### config.mk
export PLATFORM = sky130hd
export DESIGN_NAME = reset_sequencer
export DESIGN_NICKNAME = d
export VERILOG_FILES = /design/src/rtl/reset_sequencer_pkg.sv /design/src/rtl/reset_sequencer_sync2.sv /design/src/rtl/reset_sequencer.sv
export SDC_FILE = /design/constraint.sdc
export NUM_CORES = 1
export LEC_CHECK = 0
export BUFFER_PORTS_ARGS = -buffer_cell sky130_fd_sc_hd__clkbuf_2
export CAP_MARGIN = 15
export CORE_ASPECT_RATIO = 1.5
export CORE_MARGIN = 3
export CORE_UTILIZATION = 50
export DETAILED_ROUTE_END_ITERATION = 10
export GPL_TIMING_DRIVEN = 0
export PLACE_DENSITY_LB_ADDON = 0.25
export RECOVER_POWER = 50
export SETUP_SLACK_MARGIN = 0.1
export SYNTH_ARGS = -nofsm -noshare
export SYNTH_HDL_FRONTEND = slang
export SYNTH_HIERARCHICAL = 1
export SYNTH_SLANG_ARGS = --single-unit
### constraint.sdc
create_clock -name clk -period 3.3 [get_ports clk]
set_input_delay 0 -clock clk [delete_from_list [all_inputs] [get_ports clk]]
set_output_delay 0 -clock clk [all_outputs]
set_load 0.02 [all_outputs]
### src/rtl/reset_sequencer_pkg.sv
// Shared definitions for the reset sequencer: FSM state encoding, the width
// of the sequence counter and its saturating increment.
package reset_sequencer_pkg;

  typedef enum logic [1:0] {
    WAIT_LOCK = 2'd0,
    HOLD      = 2'd1,
    RELEASE   = 2'd2,
    RUN       = 2'd3
  } seq_state_t;

  localparam int COUNT_WIDTH = 8;

  // Increment that sticks at all-ones instead of wrapping.
  function automatic logic [COUNT_WIDTH-1:0] sat_inc(input logic [COUNT_WIDTH-1:0] value);
    return (&value) ? value : value + 1'b1;
  endfunction

endpackage

### src/rtl/reset_sequencer_sync2.sv
// Two-flop synchronizer for a single asynchronous level into the clk domain.
// Both flops clear on the synchronous reset so the synchronized level reads
// low until the input has been sampled twice after reset.
module reset_sequencer_sync2 (
  input  logic clk,
  input  logic reset,
  input  logic d,
  output logic q
);

  logic meta;

  // Shift the asynchronous level through two flops.
  always_ff @(posedge clk) begin
    if (reset) begin
      meta <= 1'b0;
      q    <= 1'b0;
    end else begin
      meta <= d;
      q    <= meta;
    end
  end

endmodule

### src/rtl/reset_sequencer.sv
// Reset sequencer: holds all channel resets low until the PLL is locked,
// keeps them low for 2^HOLD_WIDTH cycles, then releases them one at a time
// STAGGER cycles apart (bit 0 first). A button request, loss of lock or the
// optional periodic timer restarts the sequence.
//
// Build option: define RESET_SEQ_DEBOUNCE_EN to require the synchronized
// request to be stable high for 2^DEBOUNCE_WIDTH cycles before it acts.
// Without the macro the synchronized request acts directly.
//
// The FSM state is held in the internal signal 'state' (seq_state_t) so
// checkers can bind to it without extra ports.
module reset_sequencer
  import reset_sequencer_pkg::*;
#(
  parameter int CHANNELS       = 3,
  parameter int HOLD_WIDTH     = 25,
  parameter int STAGGER        = 16,
  parameter int PERIODIC       = 0,
  parameter int PERIOD_WIDTH   = 26,
  parameter int DEBOUNCE_WIDTH = 16
) (
  input  logic                   clk,
  input  logic                   reset,
  input  logic                   lock,
  input  logic                   req,
  output logic [CHANNELS-1:0]    n_reset_out,
  output logic                   ready,
  output logic [COUNT_WIDTH-1:0] reset_count
);

  // Reject configurations the release logic cannot represent.
  if (CHANNELS < 1 || CHANNELS > 8 || STAGGER < 1 || HOLD_WIDTH < 1 ||
      PERIOD_WIDTH < 1 || DEBOUNCE_WIDTH < 1) begin : g_bad_params
    $error("reset_sequencer: parameter out of range");
  end

  localparam logic [CHANNELS-1:0] BIT0 = CHANNELS'(1);
  // A single-cycle stagger still needs a one-bit counter that stays at zero.
  localparam int                  STAG_W    = (STAGGER > 1) ? $clog2(STAGGER) : 1;
  localparam logic [STAG_W-1:0]   STAG_LAST = STAG_W'(STAGGER - 1);

  seq_state_t              state;
  logic                    lock_s;
  logic                    req_s;
  logic                    eff_req;
  logic [HOLD_WIDTH-1:0]   hold_cnt;
  logic [STAG_W-1:0]       stag_cnt;
  logic [PERIOD_WIDTH-1:0] period_cnt;
  logic [CHANNELS-1:0]     next_bits;
  logic                    period_wrap;
  logic                    start_hold;

  reset_sequencer_sync2 u_sync_lock (
    .clk   (clk),
    .reset (reset),
    .d     (lock),
    .q     (lock_s)
  );

  reset_sequencer_sync2 u_sync_req (
    .clk   (clk),
    .reset (reset),
    .d     (req),
    .q     (req_s)
  );

`ifdef RESET_SEQ_DEBOUNCE_EN
  // Top bit set means 2^DEBOUNCE_WIDTH consecutive high samples were seen.
  logic [DEBOUNCE_WIDTH:0] deb_cnt;

  // Count consecutive high request samples; any low sample starts over.
  always_ff @(posedge clk) begin
    if (reset || !req_s) begin
      deb_cnt <= '0;
    end else if (!deb_cnt[DEBOUNCE_WIDTH]) begin
      deb_cnt <= deb_cnt + 1'b1;
    end
  end

  assign eff_req = deb_cnt[DEBOUNCE_WIDTH];
`else
  assign eff_req = req_s;
`endif

  // Resets released so far, plus the next channel in line.
  assign next_bits = (n_reset_out << 1) | BIT0;

  // Periodic re-reset fires when the RUN-time counter is about to wrap.
  assign period_wrap = (PERIODIC != 0) && (&period_cnt);

  // Every way into HOLD funnels through this one term, so a request that
  // coincides with a periodic wrap still produces a single entry.
  assign start_hold = (state == WAIT_LOCK) ||
                      (((state == RELEASE) || (state == RUN)) && eff_req) ||
                      ((state == RUN) && period_wrap);

  // Sequencer FSM with registered resets, ready flag and sequence counter.
  always_ff @(posedge clk) begin
    if (reset) begin
      state       <= WAIT_LOCK;
      n_reset_out <= '0;
      ready       <= 1'b0;
      reset_count <= '0;
      hold_cnt    <= '0;
      stag_cnt    <= '0;
      period_cnt  <= '0;
    end else if (!lock_s) begin
      // Loss of lock overrides everything and drops all channels at once.
      state       <= WAIT_LOCK;
      n_reset_out <= '0;
      ready       <= 1'b0;
      hold_cnt    <= '0;
      stag_cnt    <= '0;
      period_cnt  <= '0;
    end else if (start_hold) begin
      state       <= HOLD;
      n_reset_out <= '0;
      ready       <= 1'b0;
      hold_cnt    <= '0;
      stag_cnt    <= '0;
      reset_count <= sat_inc(reset_count);
    end else begin
      case (state)
        HOLD: begin
          if (eff_req) begin
            // A held request keeps the hold period from expiring.
            hold_cnt <= '0;
          end else if (&hold_cnt) begin
            n_reset_out <= BIT0;
            hold_cnt    <= '0;
            stag_cnt    <= '0;
            if (&BIT0) begin
              state      <= RUN;
              ready      <= 1'b1;
              period_cnt <= '0;
            end else begin
              state <= RELEASE;
            end
          end else begin
            hold_cnt <= hold_cnt + 1'b1;
          end
        end
        RELEASE: begin
          if (stag_cnt == STAG_LAST) begin
            n_reset_out <= next_bits;
            stag_cnt    <= '0;
            if (&next_bits) begin
              state      <= RUN;
              ready      <= 1'b1;
              period_cnt <= '0;
            end
          end else begin
            stag_cnt <= stag_cnt + 1'b1;
          end
        end
        RUN: begin
          period_cnt <= period_cnt + 1'b1;
        end
        WAIT_LOCK: begin
          // Left through start_hold as soon as lock is seen.
        end
        default: begin
          state <= WAIT_LOCK;
        end
      endcase
    end
  end

endmodule

==> metrics.md <==
| Metric | Value |
|---|---|
| M1 WL | `2100 um` |
| Clk sinks | `47` |
| Top_reg_cell synth | `dfxtp_1` |
| Unique masters post-synth | `43` |
| Syn Area/Cell | `8.13 um2` |
| Worst Path Arrival | `2.63 ns` |
| GRT Util Overall | `20.0%` |
| Final nets | `313` |
| Final Hold Vio Count | `0` |
| Core area | `between 4000 and 5000 um2` |
| Async set-reset flop share out of synthesis | `0%` |
| Width of the die | `between 60 and 70 um` |
| Die height | `88.7 um` |
| H-tree levels | `2` |
| FF-to-FF setup slack | `0.86 ns` |
| F_max | `409 MHz` |
| Critical path endpoint | `hold_cnt[15]$_SDFFE_PP0P_` |
| Area Overhead vs Synth | `12.4%` |
| Maximum vdd drop | `between 0.0002 and 0.00025 V` |
| Post-synthesis sequential area ratio | `41.3%` |
| Hpwl dp | `3500 um` |
| Routability Congestion | `0.829` |
| Vias per inst | `between 5 and 6` |
| CP delay by family, top | `simple AND/OR/NAND/NOR gates` |
| R2r endpoint | `hold_cnt[15]$_SDFFE_PP0P_` |
| Gr ovfl total | `0` |
| Worst Hold Depth | `1` |
| Min-delay worst type | `reg -> reg` |
| Outcome | `completed` |
| Critical path cell sequence | `ha_1, nand3_1, or3_1, clkbuf_1, o31a_1, buf_6, buf_6, a21oi_1, mux2i_1` |
| Detailed Route WL | `4860 um` |
| DR DRC count | `0` |
| Leakage | `between 0.0008 and 0.0009 uW` |
| Max-Cap Viols | `0` |
| Vias | `2067` |
| WP data required | `3.49 ns` |
| # Post-CTS Setup Buffers | `0` |
| Cell taking the most area after synthesis | `dfxtp_1` |
| PwrDens | `426 nW/um2` |
| Port Buf Inserts | `15` |
| Post-CTS sizing | `0` |
| Crit path time final | `2.44 ns` |
| Tcrit/Tclk final | `74.0%` |
| Num CTS Buffers | `5` |
| Relative slew margins | `26.3%` |
| Yosys warns | `6` |
| Starting Density | `52.7%` |
| WL per Instance | `roughly 14 um` |
| Worst-path maximum fanout | `10` |
| Vias in the first global route | `~1900` |
| CTS Buffer Depth | `2` |
| Reg clk slew, reported paths | `0.09 ns` |
| Pwr Total | `1090 uW` |
| Multi-input gate area | `1230 um2` |
| Wire length of the first global-routing pass | `8270 um` |
| Worst setup SP type | `register` |
| Number of synthesized register bits | `47` |
| Met2 WL post-DR | `2520 um` |
| DR pass1 iterations | `4` |
| Fin. max-slew vios | `0` |
| Most area-consuming cells after synthesis | `dfxtp_1 41%, a21oi_1 5.3%, nand3_1 4.4%` |
| Slowest cell on crit path | `dfxtp_1` |
| Root Buffer | `clkbuf_8` |
| CP most frequent cell | `buf_6` |
| Cell row count | `29` |
| Antenna violations before repair | `0` |
| CP max stage delay | `0.41 ns` |
| Synth Instances | `280` |
| Most common cell after layout, fill and taps aside | `dfxtp_1` |
| Measured slew at the worst slew-check pin | `1.10 ns` |
| Unrepaired setup endpoints after global routing | `false` |
| CTS tree | `yes` |
| Fin util | `59.3%` |
| EDFF count, synth | `0` |
| Fill cells | `about 400` |
| Register Area | `between 900 and 1000 um2` |
| Wire length on met3 | `142 um` |
| Critical path origin | `hold_cnt[0]$_SDFFE_PP0P_` |
| Commonest cells after routing, fill and taps aside | `47 x dfxtp_1, 24 x nand2_1, 24 x a21oi_1, 22 x clkbuf_1, 22 x nor2_1` |
| Total stage count of the critical path | `9` |
| Mapped Area | `2280 um2` |
| Number of cells on the worst reg-to-reg path | `9` |
| DIE AREA | `5420 um2` |
| Final setup violation count | `0` |
| Diode count | `0` |
| Highest routed layer | `met4` |
| WS Path Type | `reg -> reg` |
| DRT iter0 DRCs | `118` |
| Post-route ant nets | `0` |
| Worst Setup End Kind | `register` |
| Crit path buffers/inverters | `3` |
| Share of cells above drive strength 1 | `roughly 6.5%` |
| Reg2Reg Launch Point | `hold_cnt[0]$_SDFFE_PP0P_` |
| Largest net degree at the start of global routing | `15` |
| Top cell type's share of synthesized area | `41.3%` |
| Synth Net Count | `approximately 290` |
| Total negative slack | `0 ns` |
| IO Count | `16` |
| Clock skew | `0.00774 ns` |
| Clk_lat worst skew | `0.30 ns` |
synth_stat cells (all sizes together) (5+ instances only):
cell type  count
nand3         21
nor2b          7
xor2           8
inv           10
o21ai         23
or3            8
nor2          23
nor3           9
dfxtp         47
nand2         24
nand4         14
clkbuf         7
and3           6
a31oi          9
nand2b         5
a21oi         24
worst register-to-register path, stage by stage (launching register included):
cell and delay [ns]:
dfxtp_1 0.41, ha_1 0.24, nand3_1 0.16, or3_1 0.40, clkbuf_1 0.22, o31a_1 0.37, buf_6 0.16, buf_6 0.14
a21oi_1 0.14, mux2i_1 0.10
flip-flops by register name, summed over array words and instances (netlist names):
signal            cells
hold_cnt             25
n_reset_out           3
ready                 1
reset_count           8
stag_cnt              4
state                 2
u_sync_lock/meta      1
u_sync_lock/q         1
u_sync_req/meta       1
u_sync_req/q          1
power breakdown:
group / internal (uW) / total, uW / switching, uW
Sequential: 570 / 573 / 3.35
Clock: 303 / 496 / 193
Combinational: 10.0 / 20.5 / 10.4
Total: 883 / 1090 / 207
how the worst min path moves through the flow:
stage                                start                           to
2_1_floorplan                        reset  u_sync_lock/meta$_SDFF_PP0_
3_3_place_gp                           req   u_sync_req/meta$_SDFF_PP0_
3_5_place_dp                          lock  u_sync_lock/meta$_SDFF_PP0_
4_1_cts        u_sync_lock/meta$_SDFF_PP0_     u_sync_lock/q$_SDFF_PP0_
5_1_grt        u_sync_lock/meta$_SDFF_PP0_     u_sync_lock/q$_SDFF_PP0_
6_report       u_sync_lock/meta$_SDFF_PP0_     u_sync_lock/q$_SDFF_PP0_
final cells by class:
type / count / share of cell area, %
plain buffers: 11 / 2.25
clock buffers: 6 / 2.84
clock inverters: 2 / 2.35
inverters: 10 / 1.47
multi-input cells: 212 / 48.2
flip-flops and latches: 47 / 36.8
well taps: 46 / 2.25
repair buffers: 19 / 3.86
cell families (layout without fill, tap and decap cells):
family                   count (synthesis)  after routing  synth area share [%]
AND/OR/NAND/NOR                        131            131                  31.0
flip-flops                              47             47                  41.3
XOR/XNOR                                10             10                  3.85
buffers and inverters                   21             48                  4.23
AO/OA/AOI/OAI                           65             65                  16.6
adder cells (fa/ha/maj)                  3              3                  1.65
multiplexers                             3              3                  1.32
metrics by stage:
step	hold WS, ns	setup WS (ns)	area, um2	instances
6_report	0.441	0.856	2560	353
3_5_place_dp	0.215	0.996	2410	341
3_3_place_gp	0.207	1.01	2410	341
4_1_cts	0.441	0.924	2580	353
5_1_grt	0.465	0.714	2560	353
2_1_floorplan	0.0716	1.19	2280	280
repair_timing:
item,4_1_cts,5_1_grt
hold buffers,4,0
hold endpoints to repair,4,0
setup endpoints to repair,0,0
routing by layer:
| layer | vias up | global-route usage (%) |
|---|---|---|
| li1 | 1058 | - |
| met1 | 968 | 22.2 |
| met2 | 33 | 36.2 |
| met3 | 8 | 3.94 |
| met4 | 0 | 7.50 |
| met5 | - | 0 |
Note: power is estimated with default switching activity, not from simulation.
